--- src/rtl/dm_arb_pkg.sv ---
// rtl/dm_arb_pkg.sv - shared types and defaults for the data-memory access arbiter
package dm_arb_pkg;

    localparam int DATA_W_DEF   = 32;
    localparam int ADDR_W_DEF   = 32;
    localparam int DM_WORDS_DEF = 1024;

    localparam logic PORT0 = 1'b0;
    localparam logic PORT1 = 1'b1;

    typedef enum logic [1:0] {
        IDLE   = 2'd0,
        ACCESS = 2'd1,
        RESP   = 2'd2
    } arb_state_t;

endpackage

--- src/rtl/dm_access_arbiter_if.sv ---
// rtl/dm_access_arbiter_if.sv - requester and memory-side signal bundle for dm_access_arbiter
interface dm_access_arbiter_if
    import dm_arb_pkg::*;
#(
    parameter int DATA_W = DATA_W_DEF,
    parameter int ADDR_W = ADDR_W_DEF
) ();

    logic              m0_req;
    logic              m0_we;
    logic [ADDR_W-1:0] m0_addr;
    logic [DATA_W-1:0] m0_wdata;
    logic [31:0]       m0_pc;
    logic              m0_ack;
    logic [DATA_W-1:0] m0_rdata;
    logic              m0_err;

    logic              m1_req;
    logic              m1_we;
    logic [ADDR_W-1:0] m1_addr;
    logic [DATA_W-1:0] m1_wdata;
    logic [31:0]       m1_pc;
    logic              m1_ack;
    logic [DATA_W-1:0] m1_rdata;
    logic              m1_err;

    logic              mem_write;
    logic              mem_read;
    logic [ADDR_W-1:0] mem_addr;
    logic [DATA_W-1:0] mem_wdata;
    logic [31:0]       mem_wpc;
    logic [DATA_W-1:0] mem_rdata;

    modport slave (
        input  m0_req, m0_we, m0_addr, m0_wdata, m0_pc,
        input  m1_req, m1_we, m1_addr, m1_wdata, m1_pc,
        input  mem_rdata,
        output m0_ack, m0_rdata, m0_err,
        output m1_ack, m1_rdata, m1_err,
        output mem_write, mem_read, mem_addr, mem_wdata, mem_wpc
    );

    modport master (
        output m0_req, m0_we, m0_addr, m0_wdata, m0_pc,
        output m1_req, m1_we, m1_addr, m1_wdata, m1_pc,
        output mem_rdata,
        input  m0_ack, m0_rdata, m0_err,
        input  m1_ack, m1_rdata, m1_err,
        input  mem_write, mem_read, mem_addr, mem_wdata, mem_wpc
    );

endinterface

--- src/rtl/rr_arbiter2.sv ---
// rtl/rr_arbiter2.sv - combinational two-way round-robin pick
module rr_arbiter2 (
    input  logic req0_i,
    input  logic req1_i,
    input  logic last_i,
    output logic gnt_valid_o,
    output logic gnt_idx_o
);

    // On a tie the port that did not win last time goes first; otherwise the lone requester wins.
    always_comb begin
        gnt_valid_o = req0_i | req1_i;
        gnt_idx_o   = (req0_i & req1_i) ? ~last_i : req1_i;
    end

endmodule

--- src/rtl/dm_access_arbiter.sv ---
// rtl/dm_access_arbiter.sv - round-robin sharing of the single-port data memory; optional DM_ARB_ADDR_CHECK_EN
module dm_access_arbiter
    import dm_arb_pkg::*;
#(
    parameter int DATA_W   = DATA_W_DEF,
    parameter int ADDR_W   = ADDR_W_DEF,
    parameter int DM_WORDS = DM_WORDS_DEF
) (
    input  logic              clk_i,
    input  logic              rst_i,
    dm_access_arbiter_if.slave bus
);

`ifdef DM_ARB_ADDR_CHECK_EN
    localparam bit CHECK_EN = 1'b1;
`else
    localparam bit CHECK_EN = 1'b0;
`endif

    arb_state_t        state_q, state_d;
    logic              last_q, last_d;
    logic              idx_q, idx_d;
    logic              we_q, we_d;
    logic [ADDR_W-1:0] addr_q, addr_d;
    logic [DATA_W-1:0] wdata_q, wdata_d;
    logic [31:0]       pc_q, pc_d;
    logic [DATA_W-1:0] rdata_q, rdata_d;
    logic              err_q, err_d;

    logic              gnt_valid;
    logic              gnt_idx;
    logic              sel_we;
    logic [ADDR_W-1:0] sel_addr;
    logic [ADDR_W-1:0] sel_word;
    logic [DATA_W-1:0] sel_wdata;
    logic [31:0]       sel_pc;
    logic              sel_bad;
    logic              resp;

    rr_arbiter2 u_rr (
        .req0_i      (bus.m0_req),
        .req1_i      (bus.m1_req),
        .last_i      (last_q),
        .gnt_valid_o (gnt_valid),
        .gnt_idx_o   (gnt_idx)
    );

    // Mux the winning requester's fields and flag misaligned or out-of-range addresses.
    always_comb begin
        sel_we    = (gnt_idx == PORT1) ? bus.m1_we    : bus.m0_we;
        sel_addr  = (gnt_idx == PORT1) ? bus.m1_addr  : bus.m0_addr;
        sel_wdata = (gnt_idx == PORT1) ? bus.m1_wdata : bus.m0_wdata;
        sel_pc    = (gnt_idx == PORT1) ? bus.m1_pc    : bus.m0_pc;
        sel_word  = sel_addr >> 2;
        sel_bad   = CHECK_EN && ((sel_addr[1:0] != 2'b00) || (sel_word >= ADDR_W'(DM_WORDS)));
    end

    // State and grant latches; everything returns to its idle value on reset.
    always_ff @(posedge clk_i) begin
        if (rst_i) begin
            state_q <= IDLE;
            last_q  <= PORT1;
            idx_q   <= PORT0;
            we_q    <= 1'b0;
            addr_q  <= '0;
            wdata_q <= '0;
            pc_q    <= '0;
            rdata_q <= '0;
            err_q   <= 1'b0;
        end else begin
            state_q <= state_d;
            last_q  <= last_d;
            idx_q   <= idx_d;
            we_q    <= we_d;
            addr_q  <= addr_d;
            wdata_q <= wdata_d;
            pc_q    <= pc_d;
            rdata_q <= rdata_d;
            err_q   <= err_d;
        end
    end

    // Next state: grant and latch in IDLE, capture read data in ACCESS, release in RESP.
    always_comb begin
        state_d = state_q;
        last_d  = last_q;
        idx_d   = idx_q;
        we_d    = we_q;
        addr_d  = addr_q;
        wdata_d = wdata_q;
        pc_d    = pc_q;
        rdata_d = rdata_q;
        err_d   = err_q;
        case (state_q)
            IDLE: begin
                if (gnt_valid) begin
                    idx_d   = gnt_idx;
                    last_d  = gnt_idx;
                    we_d    = sel_we;
                    addr_d  = sel_addr;
                    wdata_d = sel_wdata;
                    pc_d    = sel_pc;
                    err_d   = sel_bad;
                    state_d = sel_bad ? RESP : ACCESS;
                end
            end
            ACCESS: begin
                if (!we_q) begin
                    rdata_d = bus.mem_rdata;
                end
                state_d = RESP;
            end
            RESP:    state_d = IDLE;
            default: state_d = IDLE;
        endcase
    end

    // Memory side is live only in ACCESS; a write coinciding with reset is suppressed.
    always_comb begin
        bus.mem_write = (state_q == ACCESS) && we_q && !rst_i;
        bus.mem_read  = (state_q == ACCESS) && !we_q;
        bus.mem_addr  = addr_q;
        bus.mem_wdata = wdata_q;
        bus.mem_wpc   = pc_q;
    end

    // Response to the granted port; read data only for successful reads.
    always_comb begin
        resp         = (state_q == RESP) && !rst_i;
        bus.m0_ack   = resp && (idx_q == PORT0);
        bus.m1_ack   = resp && (idx_q == PORT1);
        bus.m0_err   = bus.m0_ack && err_q;
        bus.m1_err   = bus.m1_ack && err_q;
        bus.m0_rdata = (bus.m0_ack && !we_q && !err_q) ? rdata_q : '0;
        bus.m1_rdata = (bus.m1_ack && !we_q && !err_q) ? rdata_q : '0;
    end

endmodule

--- src/flat_wrapper.sv ---
// flat-port wrapper written by rule: the top's interface ports become plain ports
module dm_access_arbiter_flat import dm_arb_pkg::*;
#(
    parameter int DATA_W   = DATA_W_DEF,
    parameter int ADDR_W   = ADDR_W_DEF,
    parameter int DM_WORDS = DM_WORDS_DEF
)
  (clk_i, rst_i, bus_m0_req, bus_m0_we, bus_m0_addr, bus_m0_wdata, bus_m0_pc, bus_m1_req, bus_m1_we, bus_m1_addr, bus_m1_wdata, bus_m1_pc, bus_mem_rdata, bus_m0_ack, bus_m0_rdata, bus_m0_err, bus_m1_ack, bus_m1_rdata, bus_m1_err, bus_mem_write, bus_mem_read, bus_mem_addr, bus_mem_wdata, bus_mem_wpc);
  dm_access_arbiter_if #(.DATA_W(DATA_W), .ADDR_W(ADDR_W)) bus_i ();
  input  logic clk_i;
  input  logic rst_i;
  input wire logic [$bits(bus_i.m0_req)-1:0] bus_m0_req;
  input wire logic [$bits(bus_i.m0_we)-1:0] bus_m0_we;
  input wire logic [$bits(bus_i.m0_addr)-1:0] bus_m0_addr;
  input wire logic [$bits(bus_i.m0_wdata)-1:0] bus_m0_wdata;
  input wire logic [$bits(bus_i.m0_pc)-1:0] bus_m0_pc;
  input wire logic [$bits(bus_i.m1_req)-1:0] bus_m1_req;
  input wire logic [$bits(bus_i.m1_we)-1:0] bus_m1_we;
  input wire logic [$bits(bus_i.m1_addr)-1:0] bus_m1_addr;
  input wire logic [$bits(bus_i.m1_wdata)-1:0] bus_m1_wdata;
  input wire logic [$bits(bus_i.m1_pc)-1:0] bus_m1_pc;
  input wire logic [$bits(bus_i.mem_rdata)-1:0] bus_mem_rdata;
  output wire logic [$bits(bus_i.m0_ack)-1:0] bus_m0_ack;
  output wire logic [$bits(bus_i.m0_rdata)-1:0] bus_m0_rdata;
  output wire logic [$bits(bus_i.m0_err)-1:0] bus_m0_err;
  output wire logic [$bits(bus_i.m1_ack)-1:0] bus_m1_ack;
  output wire logic [$bits(bus_i.m1_rdata)-1:0] bus_m1_rdata;
  output wire logic [$bits(bus_i.m1_err)-1:0] bus_m1_err;
  output wire logic [$bits(bus_i.mem_write)-1:0] bus_mem_write;
  output wire logic [$bits(bus_i.mem_read)-1:0] bus_mem_read;
  output wire logic [$bits(bus_i.mem_addr)-1:0] bus_mem_addr;
  output wire logic [$bits(bus_i.mem_wdata)-1:0] bus_mem_wdata;
  output wire logic [$bits(bus_i.mem_wpc)-1:0] bus_mem_wpc;
  assign bus_i.m0_req = bus_m0_req;
  assign bus_i.m0_we = bus_m0_we;
  assign bus_i.m0_addr = bus_m0_addr;
  assign bus_i.m0_wdata = bus_m0_wdata;
  assign bus_i.m0_pc = bus_m0_pc;
  assign bus_i.m1_req = bus_m1_req;
  assign bus_i.m1_we = bus_m1_we;
  assign bus_i.m1_addr = bus_m1_addr;
  assign bus_i.m1_wdata = bus_m1_wdata;
  assign bus_i.m1_pc = bus_m1_pc;
  assign bus_i.mem_rdata = bus_mem_rdata;
  assign bus_m0_ack = bus_i.m0_ack;
  assign bus_m0_rdata = bus_i.m0_rdata;
  assign bus_m0_err = bus_i.m0_err;
  assign bus_m1_ack = bus_i.m1_ack;
  assign bus_m1_rdata = bus_i.m1_rdata;
  assign bus_m1_err = bus_i.m1_err;
  assign bus_mem_write = bus_i.mem_write;
  assign bus_mem_read = bus_i.mem_read;
  assign bus_mem_addr = bus_i.mem_addr;
  assign bus_mem_wdata = bus_i.mem_wdata;
  assign bus_mem_wpc = bus_i.mem_wpc;
  dm_access_arbiter #(.DATA_W(DATA_W), .ADDR_W(ADDR_W), .DM_WORDS(DM_WORDS)) u_core (.clk_i(clk_i), .rst_i(rst_i), .bus(bus_i));
endmodule
--- config.mk ---
export PLATFORM = sky130hd
export DESIGN_NAME = dm_access_arbiter_flat
export DESIGN_NICKNAME = d
export VERILOG_FILES = /design/src/rtl/dm_arb_pkg.sv /design/src/rtl/dm_access_arbiter_if.sv /design/src/rtl/rr_arbiter2.sv /design/src/rtl/dm_access_arbiter.sv /design/src/flat_wrapper.sv
export SDC_FILE = /design/constraint.sdc
export NUM_CORES = 1
export LEC_CHECK = 0
export BUFFER_PORTS_ARGS = -buffer_cell sky130_fd_sc_hd__buf_4
export CORE_AREA = 3 3 151 153
export CTS_BUF_LIST = sky130_fd_sc_hd__clkbuf_4 sky130_fd_sc_hd__clkbuf_8 sky130_fd_sc_hd__clkbuf_16
export CTS_CLUSTER_SIZE = 12
export DETAILED_ROUTE_END_ITERATION = 12
export DIE_AREA = 0 0 154 156
export GPL_TIMING_DRIVEN = 0
export PLACE_DENSITY = 0.63
export SLEW_MARGIN = 0
export SYNTH_ARGS = -nofsm -noshare
export SYNTH_HDL_FRONTEND = slang
export SYNTH_SLANG_ARGS = --single-unit
--- constraint.sdc ---
create_clock -name clk_i -period 3.8 [get_ports clk_i]
set_clock_uncertainty 0.15 [all_clocks]
set_input_delay 0.95 -clock clk_i [delete_from_list [all_inputs] [get_ports clk_i]]
set_output_delay 0.95 -clock clk_i [all_outputs]
set_load 0.03 [all_outputs]
# == After elaboration in Yosys (flattened, before gate mapping) ==
# Index checks and enable logic that the tools add are counted.
# word_totals
ff_bits,133
in_bits,230
output_inout_bits,166
# op_classes
eq_ne,3
muxes,9
bitwise,5
reduce_logical,13
# ops
op,count
$mux 32,5
$logic_and 1x1->1,8
$pmux 2 s2,1
$reduce_and 2->1,2
$not 1->1,3
$eq 2x1->1 const B,1
$eq 2x2->1 const B,1
$logic_not 1->1,2
$logic_not 2->1,1
$mux 1,2
$mux 2,1
$ne 2x1->1 const B,1
$and 1x1->1,1
$or 1x1->1,1

# == Logic depth before layout (Yosys ltp) ==
# logic_depth
word_depth,5
mapped_depth,7
mapped_depth_nobuf,4

# == Hierarchy ==
# A second synthesis with hierarchy kept.
# unflattened
cells_unflattened,675
area_unflattened_um2,6546.3
# by_module_without_submodules
module,n_inst,cells_each,area_each_um2,seq_area_each_um2
dm_access_arbiter,1,673,6532.5,2662.6
rr_arbiter2,1,2,13.8,0.0

# == Worst setup path before layout ==
# OpenSTA, ideal clock, no wires.
# synth_path
path_kind,input-to-output
from,in rst_i
to,out bus_m0_ack
t_arrival_ps,2158
required_time_ps,2700
path_slack_ps,542
cell_stages,4
n_path_buf,3
path_cell_list,buf_2 -> buf_2 -> buf_1 -> nor3_1
# synth_between
elab_chain_cells,3
# synth_lines
element,line_no,source
"start, declared",flat_wrapper.sv:11,input logic rst_i;
$logic_not 1->1,dm_access_arbiter.sv:129,resp = (state_q == RESP) && !rst_i;
$logic_and 1x1->1,dm_access_arbiter.sv:129,
$logic_and 1x1->1,dm_access_arbiter.sv:130,bus.m0_ack = resp && (idx_q == PORT0);
"end, declared",flat_wrapper.sv:23,output wire logic [$bits(bus_i.m0_ack)-1:0] bus_m0_ack;
# No other way between the ends.

# == Final worst setup path ==
# layout_path
from,in rst_i
to,out bus_m0_rdata[2]
# layout_between
elab_chain_cells,5
# layout_lines
element,line_no,source
$logic_not 1->1,dm_access_arbiter.sv:129,
$logic_and 1x1->1,dm_access_arbiter.sv:129,
$logic_and 1x1->1,dm_access_arbiter.sv:130,
$logic_and 1x1->1,dm_access_arbiter.sv:134,bus.m0_rdata = (bus.m0_ack && !we_q && !err_q) ? rdata_q : '0;
$mux 32,dm_access_arbiter.sv:134,
"end, declared",flat_wrapper.sv:24,output wire logic [$bits(bus_i.m0_rdata)-1:0] bus_m0_rdata;
# No other way between the ends.

==> impl_results.html <==
<table>
<tr><th>Metric</th><th>Value</th></tr>
<tr><th colspan="2">Status</th></tr>
<tr><td>Result of the run</td><td>completed</td></tr>
<tr><th colspan="2">Drt</th></tr>
<tr><td>Overall routed net length</td><td>26.0 mm</td></tr>
<tr><td>DRC violation total after the first TritonRoute iteration</td><td>343</td></tr>
<tr><td>Number of vias in the routed layout</td><td>7203</td></tr>
<tr><td>Routed wire per std cell</td><td>17.4 um</td></tr>
<tr><td>Detailed-route vias per instance</td><td>4.82</td></tr>
<tr><td>Remaining antenna violation count</td><td>0</td></tr>
<tr><td>DRT Pass-1 Iters</td><td>4</td></tr>
<tr><td>Post-detailed-route DRC marker count</td><td>0</td></tr>
<tr><th colspan="2">Timing</th></tr>
<tr><td>Max_slew headroom</td><td>61.8%</td></tr>
<tr><td>Final critical delay including setup and external delays</td><td>3.60 ns</td></tr>
<tr><td>PnR worst setup slack</td><td>0.199 ns</td></tr>
<tr><td>Total count of hold-check failures in the final report</td><td>0</td></tr>
<tr><td>Transition time at the pin with the least slew margin</td><td>0.568 ns</td></tr>
<tr><td>Maximum achievable frequency</td><td>278 MHz</td></tr>
<tr><td>Final TNS setup</td><td>0 ns</td></tr>
<tr><td>Setup repair after global routing missed its margin</td><td>false</td></tr>
<tr><td>Max-slew violation total from the final report</td><td>0</td></tr>
<tr><td>Final setup vio count</td><td>0</td></tr>
<tr><td>Part of the cycle the worst path needs</td><td>94.8%</td></tr>
<tr><th colspan="2">Setup path</th></tr>
<tr><td>RR Endpoint</td><td>u_core.bus.mem_wpc[17]</td></tr>
<tr><td>Worst reg-to-reg setup slack</td><td>1.89 ns</td></tr>
<tr><td>Worst path cell trace</td><td>buf_4 -&gt; buf_2 -&gt; nor4_2 -&gt; clkbuf_1 -&gt; and2_1 -&gt; buf_4</td></tr>
<tr><td>Critical path data required time</td><td>2.70 ns</td></tr>
<tr><td>Delay of the slowest critical-path stage</td><td>0.52 ns</td></tr>
<tr><td>Critical Path Start Type</td><td>input port</td></tr>
<tr><td>R2r worst-path depth</td><td>6</td></tr>
<tr><td>Worst r2r src</td><td>u_core.state_q[0]</td></tr>
<tr><td>Class of the most critical setup path</td><td>input port to output port</td></tr>
<tr><td>WP data arrival</td><td>2.50 ns</td></tr>
<tr><td>Library cell contributing the largest single delay on the critical path</td><td>sky130_fd_sc_hd__nor4_2</td></tr>
<tr><td>Element type at the critical path end</td><td>output port</td></tr>
<tr><td>Maximum fanout along the worst path</td><td>10</td></tr>
<tr><td>Cell seen most often among critical-path stages</td><td>sky130_fd_sc_hd__buf_4</td></tr>
<tr><th colspan="2">Global route</th></tr>
<tr><td>Number of global-route vias before repair</td><td>7150</td></tr>
<tr><td>Maximum number of pins on one net before global-route repair</td><td>17</td></tr>
<tr><td>Leftover overflow at the end of global routing</td><td>0</td></tr>
<tr><td>Antenna violations before repair</td><td>0</td></tr>
<tr><td>First-pass GRT wire length</td><td>38.8 mm</td></tr>
<tr><td>Tot GR Track Use</td><td>20.4%</td></tr>
<tr><th colspan="2">Clocking</th></tr>
<tr><td>Largest buffer count on any clock path</td><td>2</td></tr>
<tr><td>Number of sinks handled by clock tree synthesis</td><td>133</td></tr>
<tr><td>TritonCTS clock tree</td><td>yes</td></tr>
<tr><td>CTS hold repair buffers</td><td>0</td></tr>
<tr><td>Clock edge transition at the registers on the reported setup and hold paths</td><td>0.06 ns</td></tr>
<tr><td>Setup Buffers After CTS</td><td>0</td></tr>
<tr><td>Max H-tree Level</td><td>4</td></tr>
<tr><td>TritonCTS buffer count</td><td>17</td></tr>
<tr><td>Count of instances resized after the clock tree is built</td><td>0</td></tr>
<tr><td>Clock latency at the later pin of the worst-skew pair</td><td>0.41 ns</td></tr>
<tr><td>Cell at the root of the clock tree</td><td>sky130_fd_sc_hd__clkbuf_16</td></tr>
<tr><th colspan="2">Placed design</th></tr>
<tr><td>Count of buffers inserted at the top-level ports</td><td>393</td></tr>
<tr><td>Routability congestion estimate from global placement</td><td>0.845</td></tr>
<tr><td>Post-detailed-placement half-perimeter wirelength</td><td>20.5 mm</td></tr>
<tr><td>Number of cells in the design after placement</td><td>1463</td></tr>
<tr><td>Worst slack after detailed placement</td><td>0.148 ns</td></tr>
<tr><th colspan="2">Min path</th></tr>
<tr><td>Hold-critical path depth</td><td>2</td></tr>
<tr><td>Hold path start</td><td>u_core.rdata_q[13]</td></tr>
<tr><td>Capture endpoint of the worst hold path</td><td>u_core.rdata_q[13]</td></tr>
<tr><td>Worst hold path type</td><td>flop to flop</td></tr>
<tr><th colspan="2">Synth</th></tr>
<tr><td>Mean instance size in the synthesized netlist</td><td>7.77 um2</td></tr>
<tr><td>Number of register bits inferred by synthesis</td><td>133</td></tr>
<tr><td>Number of cells produced by synthesis</td><td>789</td></tr>
<tr><td>Sequential fraction of the synthesis area</td><td>43.5%</td></tr>
<tr><td>Cell types with the largest area share after synthesis</td><td>sky130_fd_sc_hd__dfxtp_1 43%, sky130_fd_sc_hd__nand2_1 16%, sky130_fd_sc_hd__a311oi_1 14%, sky130_fd_sc_hd__a21oi_1 11%, sky130_fd_sc_hd__and2_1 6.6%</td></tr>
<tr><td>Synth area leader</td><td>sky130_fd_sc_hd__dfxtp_1</td></tr>
<tr><td>Mapped Area</td><td>6130 um2</td></tr>
<tr><td>Number of different library cells in the post-synthesis netlist</td><td>26</td></tr>
<tr><td>Yosys Warn Count</td><td>0</td></tr>
<tr><td>Yosys top cell area share</td><td>43.5%</td></tr>
<tr><th colspan="2">Die</th></tr>
<tr><td>Core outline area</td><td>21700 um2</td></tr>
<tr><td>Standard-cell rows</td><td>54</td></tr>
<tr><td>Total die area</td><td>24000 um2</td></tr>
<tr><td>IO Pins</td><td>396</td></tr>
<tr><td>Vert. Die Dim</td><td>156 um</td></tr>
<tr><td>Horizontal die dimension</td><td>154 um</td></tr>
<tr><td>Starting Density</td><td>28.3%</td></tr>
<tr><th colspan="2">Layout</th></tr>
<tr><td>Fraction of final layout cells sized beyond drive strength 1</td><td>39.3%</td></tr>
<tr><td>Fin nets</td><td>1432</td></tr>
<tr><td>Area growth from synthesis to layout</td><td>64.1%</td></tr>
<tr><td>Final std cells w/o fill</td><td>1494</td></tr>
<tr><td>Diode count</td><td>0</td></tr>
<tr><td>Utilization of the core after routing</td><td>46.4%</td></tr>
<tr><th colspan="2">Flow run</th></tr>
<tr><td>Max-cap violation count</td><td>0</td></tr>
<tr><th colspan="2">Power and ir drop</th></tr>
<tr><td>IR drop worst, VDD</td><td>0.274 mV</td></tr>
<tr><td>Leakage power of the design</td><td>0.00462 uW</td></tr>
<tr><td>Areal power density over the cells</td><td>459 nW/um2</td></tr>
</table>
-- cell usage after synthesis --
cell type / n
sky130_fd_sc_hd__nand2_1: 259
sky130_fd_sc_hd__dfxtp_1: 133
sky130_fd_sc_hd__a21oi_1: 130
sky130_fd_sc_hd__a311oi_1: 97
sky130_fd_sc_hd__and2_1: 65
sky130_fd_sc_hd__clkbuf_1: 32
sky130_fd_sc_hd__buf_2: 28
sky130_fd_sc_hd__buf_4: 13
sky130_fd_sc_hd__buf_1: 7
sky130_fd_sc_hd__buf_6: 4
sky130_fd_sc_hd__nor3_1: 3
sky130_fd_sc_hd__nor2_4: 2
sky130_fd_sc_hd__nor4_2: 2
sky130_fd_sc_hd__o21ai_0: 2
sky130_fd_sc_hd__a21bo_2: 1
sky130_fd_sc_hd__a21boi_1: 1
sky130_fd_sc_hd__conb_1: 1
sky130_fd_sc_hd__inv_6: 1
sky130_fd_sc_hd__nand2b_1: 1
sky130_fd_sc_hd__nand3_1: 1
sky130_fd_sc_hd__nand3b_1: 1
sky130_fd_sc_hd__nor2_1: 1
sky130_fd_sc_hd__nor3b_1: 1
sky130_fd_sc_hd__or2_2: 1
sky130_fd_sc_hd__or2_4: 1
sky130_fd_sc_hd__or3b_1: 1
-- metal layers --
layer	share of wire (%)	vias up	GRT usage, %
met5	0	-	0
met4	2.0	0	6.77
met3	7.7	32	5.85
met2	51	266	35.9
met1	40	3327	23.8
li1	-	3578	-
-- state kept, by name (all words and copies together) (netlist names) --
signal / flops
u_core.bus.mem_addr: 32
u_core.bus.mem_wdata: 32
u_core.bus.mem_wpc: 32
u_core.rdata_q: 32
u_core.state_q: 2
u_core.idx_q: 1
u_core.last_q: 1
u_core.we_q: 1
-- worst max-delay path by stage --
| stage | start | end | slack [ns] | depth (start not counted) |
|---|---|---|---|---|
| after floorplan | rst_i | bus_m0_ack | 0.54 | 4 |
| after global placement | rst_i | bus_m0_rdata[2] | 0.12 | 6 |
| after detailed placement | rst_i | bus_m0_rdata[2] | 0.15 | 6 |
| after CTS | rst_i | bus_m0_rdata[2] | 0.15 | 6 |
| after global routing | rst_i | bus_m0_rdata[2] | 0.09 | 6 |
| final | rst_i | bus_m0_rdata[2] | 0.20 | 6 |
-- cell families after synthesis --
kind of cell           Yosys count  synth area share (%)
and+or+nand+nor                339                  24.4
AOI/OAI and AO/OA              231                  24.9
buffers and inverters           85                  7.15
other                            1                0.0612
DFF                            133                  43.5
-- layout make-up --
type	instances	area [um2]
inverters	1	8.76
repair buffers	393	2950
plain buffers	84	429
flip-flops and latches	133	2660
fillers	2254	11600
clock buffers	19	447
multi-input cells	572	3030
well taps	280	350
clock inverters	12	179
-- report_power, final --
group / internal, uW / switching, uW
Combinational: 497 / 698
Sequential: 1540 / 85.5
Clock: 1120 / 667
Total: 3160 / 1450
-- cells in the final DEF (no fill, tap or decap) --
master,n
sky130_fd_sc_hd__clkbuf_4,1
sky130_fd_sc_hd__clkinvlp_4,3
sky130_fd_sc_hd__a21bo_2,1
sky130_fd_sc_hd__clkinv_2,2
sky130_fd_sc_hd__clkbuf_16,17
sky130_fd_sc_hd__clkbuf_1,32
sky130_fd_sc_hd__or2_2,1
sky130_fd_sc_hd__bufinv_16,4
sky130_fd_sc_hd__clkbuf_8,1
sky130_fd_sc_hd__nor4_2,2
sky130_fd_sc_hd__o21ai_0,2
sky130_fd_sc_hd__buf_4,406
sky130_fd_sc_hd__buf_2,28
sky130_fd_sc_hd__clkinv_4,2
sky130_fd_sc_hd__dfxtp_1,133
sky130_fd_sc_hd__nand3b_1,1
sky130_fd_sc_hd__buf_6,4
sky130_fd_sc_hd__or2_4,1
sky130_fd_sc_hd__nor3_1,3
sky130_fd_sc_hd__nand3_1,1
sky130_fd_sc_hd__inv_6,2
sky130_fd_sc_hd__nor2_4,2
sky130_fd_sc_hd__a21oi_1,130
sky130_fd_sc_hd__and2_1,65
sky130_fd_sc_hd__nand2b_1,1
sky130_fd_sc_hd__or3b_1,1
sky130_fd_sc_hd__buf_1,7
sky130_fd_sc_hd__nor3b_1,1
sky130_fd_sc_hd__nand2_1,259
sky130_fd_sc_hd__a21boi_1,1
sky130_fd_sc_hd__a311oi_1,97
sky130_fd_sc_hd__nor2_1,1
sky130_fd_sc_hd__conb_1,2
-- worst max-delay path, delay by kind of cell --
kind	cells	cell delay, ns
buffers and inverters	4	0.81
and+or+nand+nor	2	0.74
-- stage by stage --
stage	total power [uW]	instance area [um2]	hold WS [ns]
floorplan	2310	6130	0.290
global placement	2850	9430	0.298
detailed placement	2860	9430	0.304
CTS	4650	10100	0.313
global route	4800	10100	0.328
finish	4610	10100	0.311
Power figures use the tool's default switching activity.
